[src/rtl/growth_sweep_ctrl_if.sv]
// growth_sweep_ctrl_if: depth RAM request/grant bus
// master (controller): mem_req, mem_re, mem_we, mem_addr, mem_wdata out; mem_gnt, mem_rdata in
// slave (RAM side):    mem_gnt, mem_rdata out; the rest in
interface growth_sweep_ctrl_if #(parameter int AW = 8);
    logic          mem_req;
    logic          mem_gnt;
    logic          mem_re;
    logic          mem_we;
    logic [AW-1:0] mem_addr;
    logic [12:0]   mem_wdata;
    logic [12:0]   mem_rdata;
    modport master(output mem_req, mem_re, mem_we, mem_addr, mem_wdata, input mem_gnt, mem_rdata);
    modport slave(input mem_req, mem_re, mem_we, mem_addr, mem_wdata, output mem_gnt, mem_rdata);
endinterface

[src/rtl/growth_sweep_ctrl.sv]
// growth_sweep_ctrl: sweeps the depth map, adds the LUT growth rate per cell, saturates at DMAX
// clk, rst_n      : clock, async active-low reset
// start/busy/done : sweep control and status
// mem             : depth RAM request/grant bus (master side)
// lut_depth/grate : combinational growth-rate LUT lookup
// sat_cnt         : cells that reached DMAX in the current or last sweep
module growth_sweep_ctrl #(
    parameter int          NCELLS = 256,
    parameter int          AW     = 8,
    parameter logic [12:0] DMAX   = 13'h1F80
) (
    input  logic                 clk,
    input  logic                 rst_n,
    input  logic                 start,
    output logic                 busy,
    output logic                 done,
    growth_sweep_ctrl_if.master  mem,
    output logic [12:0]          lut_depth,
    input  logic [12:0]          lut_grate,
    output logic [AW:0]          sat_cnt
);
    typedef enum logic [2:0] {IDLE, RD, WT, CALC, WR, DONE} state_t;
    state_t        state, state_nx;
    logic [AW-1:0] addr;
    logic [12:0]   depth_q, new_q;
    logic [13:0]   sum;
    logic          last;
    logic          unused_grate;
    assign unused_grate = ^lut_grate[12:7];
    assign last = addr == AW'(NCELLS - 1);
    assign sum  = {1'b0, depth_q} + {7'b0, lut_grate[6:0]};
    assign busy          = state != IDLE;
    assign done          = state == DONE;
    assign mem.mem_req   = state == RD || state == WR;
    assign mem.mem_re    = state == RD;
    assign mem.mem_we    = state == WR;
    assign mem.mem_addr  = addr;
    assign mem.mem_wdata = new_q;
    assign lut_depth     = depth_q;
    always_ff @(posedge clk or negedge rst_n)
        if (!rst_n) state <= IDLE;
        else        state <= state_nx;
    always_comb begin
        state_nx = state;
        case (state)
            IDLE:    state_nx = start ? RD : IDLE;
            RD:      state_nx = mem.mem_gnt ? WT : RD;
            WT:      state_nx = CALC;
            CALC:    state_nx = WR;
            WR:      state_nx = !mem.mem_gnt ? WR : last ? DONE : RD;
            default: state_nx = IDLE;
        endcase
    end
    always_ff @(posedge clk or negedge rst_n) begin
        if (!rst_n) begin
            addr    <= '0;
            depth_q <= '0;
            new_q   <= '0;
            sat_cnt <= '0;
        end else begin
            if (state == IDLE && start) begin
                addr    <= '0;
                sat_cnt <= '0;
            end
            if (state == WT)
                depth_q <= mem.mem_rdata;
            if (state == CALC) begin
                if (depth_q >= DMAX)
                    new_q <= depth_q;
                else if (sum >= {1'b0, DMAX}) begin
                    new_q   <= DMAX;
                    sat_cnt <= sat_cnt + 1'b1;
                end else
                    new_q <= sum[12:0];
            end
            // the last cell never increments, so addr cannot wrap when NCELLS == 2^AW
            if (state == WR && mem.mem_gnt && !last)
                addr <= addr + 1'b1;
        end
    end
endmodule

[src/flat_wrapper.sv]
// flat-port wrapper written by rule: the top's interface ports become plain ports
module growth_sweep_ctrl_flat 
#(
    parameter int          NCELLS = 256,
    parameter int          AW     = 8,
    parameter logic [12:0] DMAX   = 13'h1F80
)
  (clk, rst_n, start, busy, done, lut_depth, lut_grate, sat_cnt, mem_mem_req, mem_mem_re, mem_mem_we, mem_mem_addr, mem_mem_wdata, mem_mem_gnt, mem_mem_rdata);
  growth_sweep_ctrl_if #(.AW(AW)) mem_i ();
  input  logic clk;
  input  logic rst_n;
  input  logic start;
  output logic busy;
  output logic done;
  output logic [12:0] lut_depth;
  input  logic [12:0] lut_grate;
  output logic [AW:0] sat_cnt;
  output wire logic [$bits(mem_i.mem_req)-1:0] mem_mem_req;
  output wire logic [$bits(mem_i.mem_re)-1:0] mem_mem_re;
  output wire logic [$bits(mem_i.mem_we)-1:0] mem_mem_we;
  output wire logic [$bits(mem_i.mem_addr)-1:0] mem_mem_addr;
  output wire logic [$bits(mem_i.mem_wdata)-1:0] mem_mem_wdata;
  input wire logic [$bits(mem_i.mem_gnt)-1:0] mem_mem_gnt;
  input wire logic [$bits(mem_i.mem_rdata)-1:0] mem_mem_rdata;
  assign mem_mem_req = mem_i.mem_req;
  assign mem_mem_re = mem_i.mem_re;
  assign mem_mem_we = mem_i.mem_we;
  assign mem_mem_addr = mem_i.mem_addr;
  assign mem_mem_wdata = mem_i.mem_wdata;
  assign mem_i.mem_gnt = mem_mem_gnt;
  assign mem_i.mem_rdata = mem_mem_rdata;
  growth_sweep_ctrl #(.NCELLS(NCELLS), .AW(AW), .DMAX(DMAX)) u_core (.clk(clk), .rst_n(rst_n), .start(start), .busy(busy), .done(done), .mem(mem_i), .lut_depth(lut_depth), .lut_grate(lut_grate), .sat_cnt(sat_cnt));
endmodule
[config.mk]
export PLATFORM = sky130hd
export DESIGN_NAME = growth_sweep_ctrl_flat
export DESIGN_NICKNAME = d
export VERILOG_FILES = /design/src/rtl/growth_sweep_ctrl_if.sv /design/src/rtl/growth_sweep_ctrl.sv /design/src/flat_wrapper.sv
export SDC_FILE = /design/constraint.sdc
export NUM_CORES = 1
export LEC_CHECK = 0
export CAP_MARGIN = 25
export CORE_AREA = 2 2 77 79
export CTS_CLUSTER_DIAMETER = 100
export DETAILED_ROUTE_END_ITERATION = 16
export DIE_AREA = 0 0 79 81
export MAX_ROUTING_LAYER = met4
export PLACE_DENSITY_LB_ADDON = 0.08
export SYNTH_ARGS = -nofsm -noshare
export SYNTH_HDL_FRONTEND = slang
export SYNTH_SLANG_ARGS = --single-unit
[constraint.sdc]
create_clock -name clk -period 2.7 [get_ports clk]
set_input_delay 0.27 -clock clk [delete_from_list [all_inputs] [get_ports clk]]
set_output_delay 0.27 -clock clk [all_outputs]
set_load 0.005 [all_outputs]
==> summary.txt <==
Place
  – Routability congestion estimate: 0.8115
  – Worst setup slack before clock tree synthesis: -0.03633 ns
  – Instance count after placement with tap cells included: 399
  – Count of port buffers added during placement: 71
  – Placed wire-length estimate after detailed placement: 4185 um

CTS
  – CTS Buf Count: 5
  – TritonCTS clock tree: built
  – Clock tree root buffer cell: sky130_fd_sc_hd__clkbuf_8
  – Clk_lat worst skew: 0.30 ns
  – Quantity of hold-fixing buffers added after cts: 1
  – Post-CTS Resized: 0
  – Clock transition time at the flip-flop clock pins of the worst setup and hold paths: 0.08 ns
  – Buffer levels on the longest clock path: 2
  – Clk sink count: 46
  – Total number of H-tree levels: 2
  – # Post-CTS Setup Buffers: 0

Routing
  – Final routed DRC violation total: 0
  – Number of nets with antenna violations after detailed routing: 0
  – Via density per instance: 5.314
  – Initial DRC count: 70
  – Post-detailed-route wirelength per cell: 14.14 um
  – Total number of vias: 2163
  – Detailed Route WL: 5757 um
  – DRT Pass-1 Iters: 4

STA
  – Transition at the pin with the smallest max-transition slack: 0.6318 ns
  – Upper clock frequency limit: 401.3 MHz
  – Clock skew after layout: 0.004104 ns
  – Setup tns final: 0 ns
  – Worst hold slack after final layout: 0.3836 ns
  – Final count of negative-setup-slack endpoints: 0
  – RSZ-0062 raised after global routing: false
  – Worst relative slew slack: 57.72%
  – Period utilisation layout: 92.30%
  – Tmin final: 2.492 ns
  – Final count of hold timing violations: 0
  – Minimum setup slack in the final design: 0.2079 ns
  – Slew Limit Fails: 0

Pwr
  – Final total power: 3.252 mW
  – Largest vdd supply drop: 0.0005870 V
  – Cell Pwr Density: 941.7 nW/um^2
  – Leakage power: 1.525 nW

Synthesis
  – Arithmetic-cell share of the synthesized area counting full adders, half adders and majority gates: 5.284%
  – Multiplexer fraction of the synthesized cell area: 9.870%
  – Post-synth ARST share: 100.0%
  – Area share of the largest cell type after synthesis: 45.86%
  – Share of synthesized area occupied by flip-flops and latches: 45.86%
  – Flop and latch count out of synthesis: 46
  – Fraction of the mapped netlist area in compound gates: 16.20%
  – Cells after synthesis: 250
  – Simple-gate share of the synthesized area: 17.35%
  – Largest cells by area after synthesis: sky130_fd_sc_hd__dfrtp_1, sky130_fd_sc_hd__mux2_2, sky130_fd_sc_hd__o21ai_0, sky130_fd_sc_hd__nand2_1, sky130_fd_sc_hd__ha_1
  – Mean area per synthesized cell: 10.04 sq um
  – Main combinational cell family by area after synthesis: simple AND/OR/NAND/NOR gates
  – Syn nets: 290
  – Number of enable-type register cells in the synthesized netlist: 0
  – Primary flip-flop cell chosen by synthesis mapping: sky130_fd_sc_hd__dfrtp_1
  – XOR/XNOR Fraction of Synth Area: 3.141%
  – Number of warning messages in the yosys log: 0
  – Count of distinct cell types in the synthesized netlist: 44
  – Synth area leader: sky130_fd_sc_hd__dfrtp_1
  – Post-synthesis instance area: 2510 sq um

Global routing
  – Initial antenna violation count: 0
  – Via count of the first global-routing pass: 2024
  – GR Util met1: 27.61%
  – Wire length of the first global-routing pass: 9646 um
  – Met2 Usage GRT: 29.58%
  – Pin count of the biggest net entering global routing: 36
  – Top Usage Layer GRT: met2
  – Final global-route overflow total: 0
  – Met3 Use GR: 4.000%
  – Aggregate global-route resource usage: 19.78%

Cells and area
  – Antenna Diode Count: 0
  – Final std cells w/o fill: 407
  – Number of nets in the final layout: 372
  – Layout-stage area growth over the synthesis result: 37.59%
  – Share of layout cells above drive strength 1: 12.05%

Critical path
  – CP Capture Type: flop
  – Largest fanout on the critical path: 10
  – Worst path arrival time: 2.68 ns
  – Required time reported for the critical path endpoint: 2.89 ns
  – Type of origin of the critical path: flop
  – Start-to-end type of the worst setup path: reg2reg

Hold path
  – Class of the worst hold path: in2async

Floorplanning
  – Die width: 79 um
  – Full die area: 6399 sq um
  – Standard cell core area: 5675 sq um
  – Die H: 81 um
  – Floorplan row count: 28
  – IO Count: 78
  – Initial standard-cell utilization of the core: 44.22%

Flow run
  – Max-cap check violation count: 0

Status
  – Outcome: finished clean
power breakdown:
part	switching, mW	leakage (nW)	internal [mW]
logic	0.684	0.902	0.979
clock network	0.225	0.0383	0.179
registers	0.271	0.585	0.914
total	1.18	1.53	2.07
path summary, 6_finish.rpt:
check / start / endpoint / slack, ns / cells past startpoint
setup reg to reg: u_core.lut_depth[1]$_DFFE_PN0P_ / u_core.sat_cnt[1]$_DFF_PN0_ / 0.21 / 7
hold reg to reg: u_core.sat_cnt[8]$_DFF_PN0_ / u_core.sat_cnt[8]$_DFF_PN0_ / 0.48 / 1
min in group clk: u_core.sat_cnt[8]$_DFF_PN0_ / u_core.sat_cnt[8]$_DFF_PN0_ / 0.48 / 1
setup / recovery: u_core.lut_depth[1]$_DFFE_PN0P_ / u_core.sat_cnt[1]$_DFF_PN0_ / 0.21 / 7
max in group asynchronous: rst_n / u_core.sat_cnt[7]$_DFF_PN0_ / 1.84 / 3
hold / removal: rst_n / u_core.lut_depth[7]$_DFFE_PN0P_ / 0.38 / 2
final cells by class:
| type | count | area, sq um |
|---|---|---|
| multi-input cells | 192 | 1306 |
| inverters | 4 | 15.01 |
| clock buffers | 7 | 76.32 |
| repair buffers | 83 | 810.8 |
| flip-flops and latches | 46 | 1151 |
| well taps | 75 | 93.84 |
| fillers | 515 | 2222 |
per-layer routing:
metal / part of all wire, % / up-vias
met5: 0 / -
met4: 0.90 / 0
met3: 4.4 / 4
met2: 46 / 51
met1: 49 / 1033
li1: - / 1075
cell usage in the layout, fill, tap and decap left out, drive strengths merged, types with 7 or more instances in the layout:
cell	synthesis	final
clkdlybuf4s50	0	70
o21ai	26	26
nor2	14	14
dfrtp	46	46
ha	9	9
nand3	9	9
a21oi	12	12
buf	5	12
nand2	32	32
and3	8	8
mux2	14	14
mux2i	9	9
clkbuf	3	7
xnor2	7	7
cell usage after synthesis (all sizes together), types with 4 or more instances:
master / instances
buf: 5
mux2: 14
o21ai: 26
dfrtp: 46
a21oi: 12
nand2: 32
a21o: 4
nor2: 14
nor3b: 4
xnor2: 7
and3: 8
nand4: 6
ha: 9
a22oi: 6
nand3: 9
a31oi: 5
inv: 4
mux2i: 9
logic make-up after synthesis:
group | Yosys count
simple gates | 86
compound gates | 64
flops | 46
mux | 23
buf+inv | 12
fa+ha+maj | 10
xor+xnor | 9
state kept, by name, indices dropped and copies added (netlist names):
| name | flops |
|---|---|
| u_core.mem.mem_addr | 8 |
| u_core.mem.mem_wdata | 13 |
| u_core.sat_cnt | 9 |
| u_core.state | 3 |
| u_core.lut_depth | 13 |
critical path: stages (launching register included):
cell	delay [ns]
sky130_fd_sc_hd__dfrtp_1	0.45
sky130_fd_sc_hd__ha_1	0.34
sky130_fd_sc_hd__a211oi_2	0.29
sky130_fd_sc_hd__o32ai_1	0.15
sky130_fd_sc_hd__or2_1	0.26
sky130_fd_sc_hd__o31ai_4	0.49
sky130_fd_sc_hd__nand2_2	0.12
sky130_fd_sc_hd__a31o_2	0.27
stage by stage:
step	cell area [sq um]	utilization (%)
after floorplan	2510	-
after global placement	3347	58.97
after detailed placement	3367	59.33
after CTS	3453	60.85
after global routing	3453	60.85
final	3453	60.85
(Power assumes the default switching activity.)
==> edit 1 (same flow settings) <==
Put one more register stage on the output `sat_cnt`. The value now appears one clock later. The other outputs are not delayed to match.
--- a/src/rtl/growth_sweep_ctrl.sv
+++ b/src/rtl/growth_sweep_ctrl.sv
@@ -20,6 +20,8 @@
     output logic [AW:0]          sat_cnt
 );
     typedef enum logic [2:0] {IDLE, RD, WT, CALC, WR, DONE} state_t;
+
+    logic [AW:0] sat_cnt_s0;
     state_t        state, state_nx;
     logic [AW-1:0] addr;
     logic [12:0]   depth_q, new_q;
@@ -56,11 +58,11 @@
             addr    <= '0;
             depth_q <= '0;
             new_q   <= '0;
-            sat_cnt <= '0;
+            sat_cnt_s0 <= '0;
         end else begin
             if (state == IDLE && start) begin
                 addr    <= '0;
-                sat_cnt <= '0;
+                sat_cnt_s0 <= '0;
             end
             if (state == WT)
                 depth_q <= mem.mem_rdata;
@@ -69,7 +71,7 @@
                     new_q <= depth_q;
                 else if (sum >= {1'b0, DMAX}) begin
                     new_q   <= DMAX;
-                    sat_cnt <= sat_cnt + 1'b1;
+                    sat_cnt_s0 <= sat_cnt_s0 + 1'b1;
                 end else
                     new_q <= sum[12:0];
             end
@@ -78,5 +80,9 @@
                 addr <= addr + 1'b1;
         end
     end
+    always_ff @(posedge clk) begin
+        sat_cnt <= sat_cnt_s0;
+    end
+
 endmodule
 
Formal check against the unedited RTL: not equivalent (a bounded check fails within 10 cycles, from zero or initial values and one cycle with rst_n low).
==> edit 1 against the unedited design <==
Core utilization up 10 points; wire length up 22%; area after synthesis up 14%; power up 25%; critical path type unchanged; clock skew up 7.2 ps; sequential cell count up 9; largest power group unchanged; cell area up 17%; combinational power up 35%; setup slack worse by 89 ps; highest routed layer unchanged; die area unchanged.
==> edit 1: results (changes against the unedited design) <==
• endpoint of the most critical register-to-register path: u_core.sat_cnt_s0[4]
• FF-to-FF setup slack: 120 ps, -90 ps
• GR met3 Demand/Resource: 3.78%, -0.22 points
• fraction of synthesized cell area in xor and xnor cells: 2.14%, -1.0 points
• number of combinational gates with multiple inputs: 221, +15%
• relative area of non-clock buffer cells in the final design: 23.2%, -0.30 points
• worst-case setup slack after placement: -341 ps, -304 ps
• Non-Filler Cell Area, Final: 0.00403 mm^2, +17%
• met3 WL: 264 um, +3.1%
• routed len/inst: 15.1 um, +7.0%
• vias in the first global route: 2348, +16%
• cell depth of the worst flop-to-flop path: 9, +2
• met1 layer wirelength in the final routing: 3160 um, +12%
• synthesized instance count: 291, +16%
• status: finished, final reports clean
• ratio of cells with drive above 1 in the final layout: 17.7%, +5.7 points
• actual transition at the worst max-transition pin: 529 ps, -103 ps
• number of placed cells counting well taps: 452, +13%
• DP Area: 0.00381 mm^2, +13%
• final wirelength: 7020 um, +22%
• clock buffer and inverter area fraction after layout: 2.36%, +0.15 points
• GRT Total Usage: 22.3%, +2.5 points
• met1 Usage GRT: 27.3%, -0.32 points
• P_comb: 0.00224 W, +35%
• crit path max-delay cell type: sky130_fd_sc_hd__or4_4
• Via-to-Cell Ratio: 5.59, +5.3%
• static leakage: 1.66 nW, +9.1%
• adder and majority gate portion of the synthesized area: 4.62%, -0.67 points
• first-pass GRT wire length: 11000 um, +14%
• origin of the worst setup path: u_core.lut_depth[0]
• number of clock-tree buffers in the layout: 5, -2
• routability congestion estimate from global placement: 0.893, +10%
• fill count: 456, -11%
• maximum number of pins on one net before global-route repair: 47, +31%
• latest clock arrival within the worst-skew pair: 320 ps, +20 ps
• class of the most critical hold timing path: reg2reg
• met2 WL post-DR: 3530 um, +34%
• power share of the clock group: 11.9%, -0.5 points
• global-route track usage on met2: 38.7%, +9.2 points
• sequential element share of the synthesized area: 46.4%, +0.50 points
• Plain + repair buffers: 99, +19%
• maximum fanout count along the critical path: 5, -5
• fraction of synthesized area in multiplexers: 8.93%, -0.94 points
• time the worst path needs with I/O delays and setup: 2580 ps, +89.2 ps
• number of inverters outside the clock class in the layout: 6, +2
==> edit 1: cell types whose count changed in the layout (fill, tap and decap cells not counted), moves of 3 or more <==
cell                       change
sky130_fd_sc_hd__buf_4        +15
sky130_fd_sc_hd__dfxtp_1       +9
sky130_fd_sc_hd__and2_1        +3
sky130_fd_sc_hd__o21ai_0       -4
sky130_fd_sc_hd__o31ai_1       +5
sky130_fd_sc_hd__a21oi_1       +8
sky130_fd_sc_hd__a22oi_1       -6
sky130_fd_sc_hd__ha_1          -3
sky130_fd_sc_hd__nor3_1        +5
sky130_fd_sc_hd__o211ai_1      +3
sky130_fd_sc_hd__and3_1        +5
sky130_fd_sc_hd__nand2b_1      +3
sky130_fd_sc_hd__xnor2_1       -4
==> edit 1: timing repair <==
item / 4_1_cts / 5_1_grt
hold buffers: 0 / 1
endpoints found under the setup margin: 6 / 10
buffers inserted: 0 / 1
pin swaps: 0 / 9
resized for setup: 3 / 12
endpoints found under the hold margin: 0 / 18
gates cloned: 0 / 1
==> edit 2 (same flow settings) <==
Without the edit above. `DMAX` is set to 13'h1F80 in 2 places; all go to 13'h1000.
--- a/src/rtl/growth_sweep_ctrl.sv
+++ b/src/rtl/growth_sweep_ctrl.sv
@@ -7,7 +7,7 @@
 module growth_sweep_ctrl #(
     parameter int          NCELLS = 256,
     parameter int          AW     = 8,
-    parameter logic [12:0] DMAX   = 13'h1F80
+    parameter logic [12:0] DMAX   = 13'h1000
 ) (
     input  logic                 clk,
     input  logic                 rst_n,
--- a/src/flat_wrapper.sv
+++ b/src/flat_wrapper.sv
@@ -3,7 +3,7 @@
 #(
     parameter int          NCELLS = 256,
     parameter int          AW     = 8,
-    parameter logic [12:0] DMAX   = 13'h1F80
+    parameter logic [12:0] DMAX   = 13'h1000
 )
   (clk, rst_n, start, busy, done, lut_depth, lut_grate, sat_cnt, mem_mem_req, mem_mem_re, mem_mem_we, mem_mem_addr, mem_mem_wdata, mem_mem_gnt, mem_mem_rdata);
   growth_sweep_ctrl_if #(.AW(AW)) mem_i ();
Behaviour: not the same (a bounded check fails within 10 cycles, from zero or initial values and one cycle with rst_n low).
==> edit 2 against the unedited design <==
Area after synthesis is 0.80% higher; setup slack better by 5.1 ps; synthesized cell count is 8.4% higher; sequential cell count stayed put; power is 2.4% higher; wire length is 2.5% higher; cell area is 0.58% higher; critical endpoint is now u_core.mem.mem_wdata[6]; highest routed layer unchanged.
==> edit 2: results (changes against the unedited design) <==
• number of search-and-repair iterations in the first detailed-routing pass: 4, unchanged
• maximum number of pins on one net before global-route repair: 32, -11%
• maximum fanout count along the critical path: 8, -2
• H-tree depth: 2, unchanged
• routed len/inst: 14.0 um, -1.4%
• number of antenna violations at the first check in global routing: 0, unchanged
• total of cells resized after clock tree synthesis: 0, unchanged
• latest clock arrival within the worst-skew pair: 300 ps, about the same
• Via-to-Cell Ratio: 5.18, -2.5%
• clock tree buffer depth: 2, unchanged
• fraction of registers with async set or reset after synthesis: 100%, unchanged
• GRT Total Usage: 20.7%, +0.88 points
• Max transition margin: 51.3%, -6.5 points
• Hold Buf Count CTS: 1, unchanged
• worst setup margin: 213 ps, +5.07 ps
• Critical R2R Launch: u_core.lut_depth[0]
• Port Buffer Count: 71, unchanged
• static leakage: 1.49 nW, -2.2%
• number of DRC markers after the initial detailed-route iteration: 78, +11%
• setup skew after layout: 10.6 ps, +6.47 ps
• Worst EP arrival: 2720 ps, +40 ps
• Peak supply drop: 0.549 mV, -6.4%
• antenna diode instance count: 0, unchanged
• Final Slew Violations: 0, unchanged
• status: finished, final reports clean
• Root Buffer Master: sky130_fd_sc_hd__clkbuf_8
• first-pass GRT wire length: 10100 um, +4.6%
• worst-case hold slack: 422 ps, +38.1 ps
• CTS clock-pin slew for the worst setup and hold paths: 90 ps
• Yosys cell types: 43, -2.3%
• vias in the first global route: 2143, +5.9%
• cell depth of the worst flop-to-flop path: 7, unchanged
• ratio of cells with drive above 1 in the final layout: 9.20%, -2.9 points
• Total Nets Final: 387, +4.0%
• endpoint of the most critical register-to-register path: u_core.mem.mem_wdata[6]
• routability congestion estimate from global placement: 0.793, -2.2%
• fill count: 522, +1.4%
• net count after synthesis: 311, +7.2%
• worst-case setup slack after placement: -0.128 ps, +36.2 ps
• cells taking the most area after synthesis: sky130_fd_sc_hd__dfrtp_1 (45%), sky130_fd_sc_hd__o21ai_0 (5.5%), sky130_fd_sc_hd__mux2_2 (4.9%)
• Post-CTS Setup Bufs: 0, unchanged
• class of the most critical hold timing path: in2async
• sequential element share of the synthesized area: 45.5%, -0.36 points
• total half-perimeter wirelength after legalization and detailed placement: 4360 um, +4.3%
• FF-to-FF setup slack: 210 ps
• number of CTS-inserted buffers: 5, unchanged
• Synth Warn #: 0, unchanged
• top cell types by occurrence after synthesis: sky130_fd_sc_hd__dfrtp_1 (46), sky130_fd_sc_hd__nand2_1 (30), sky130_fd_sc_hd__o21ai_0 (28), sky130_fd_sc_hd__nor2_1 (23), sky130_fd_sc_hd__a21oi_1 (16)
-- edit 2: layout make-up --
class                           count  area [um^2]  area share [%]
Sequential cell                    46         1150            33.1
Multi-Input combinational cell    204         1280            37.0
Inverter                            8         30.0           0.865
Clock inverter                      2         37.5            1.08
Clock buffer                        6         72.6            2.09
Tap cell                           75         93.8            2.70
Timing Repair Buffer               82          803            23.1
-- edit 2: report_power, final --
group          total (W)  switching [W]  internal (W)
Combinational    0.00165       0.000709      0.000944
Sequential       0.00116       0.000251      0.000912
Clock           0.000515       0.000239      0.000276
-- edit 2: cell families after synthesis --
kind of cell / after synthesis / synth area share, %
AO/OA/AOI/OAI: 82 / 19.5
AND/OR/NAND/NOR: 94 / 18.5
XOR/XNOR: 7 / 2.42
adder cells (fa/ha/maj): 10 / 5.24
multiplexers: 11 / 4.90
flip-flops: 46 / 45.5
buffers and inverters: 21 / 3.91
-- edit 2: worst max path at each step --
| stage | from | end | depth (start not counted) |
|---|---|---|---|
| floorplan | u_core.lut_depth[0] | u_core.sat_cnt[2] | 10 |
| global placement | lut_grate[0] | u_core.mem.mem_wdata[6] | 8 |
| detailed placement | lut_grate[0] | u_core.mem.mem_wdata[6] | 8 |
| CTS | u_core.lut_depth[0] | u_core.mem.mem_wdata[6] | 7 |
| global route | u_core.lut_depth[0] | u_core.mem.mem_wdata[6] | 7 |
| finish | u_core.lut_depth[0] | u_core.mem.mem_wdata[6] | 7 |
-- edit 2: layer usage --
metal | vias up | global-route usage [%] | share of wire, %
met2 | 52 | 33.9 | 47
met1 | 1011 | 26.4 | 48
met3 | 9 | 3.89 | 3.9
met4 | 0 | 5.86 | 1.6
met5 | - | - | 0
li1 | 1120 | - | -
-- edit 2: worst max-delay path: stages (launching register included) --
cell and delay [ps]:
sky130_fd_sc_hd__dfrtp_1 430, sky130_fd_sc_hd__ha_1 250, sky130_fd_sc_hd__fa_1 440, sky130_fd_sc_hd__a211o_1 300, sky130_fd_sc_hd__nand4_1 180, sky130_fd_sc_hd__a21oi_1 260
sky130_fd_sc_hd__o311ai_0 400, sky130_fd_sc_hd__o21a_1 170
-- edit 2: through the flow --
stage                     std cells  power (W)  utilization, %  cell area (um^2)
final                           423    0.00333            61.2              3470
after global routing            423    0.00362            61.2              3470
after CTS                       423    0.00337            61.2              3470
after detailed placement        414    0.00284            59.1              3350
after global placement          413    0.00280            58.7              3330
after floorplan                 271    0.00206               -              2530
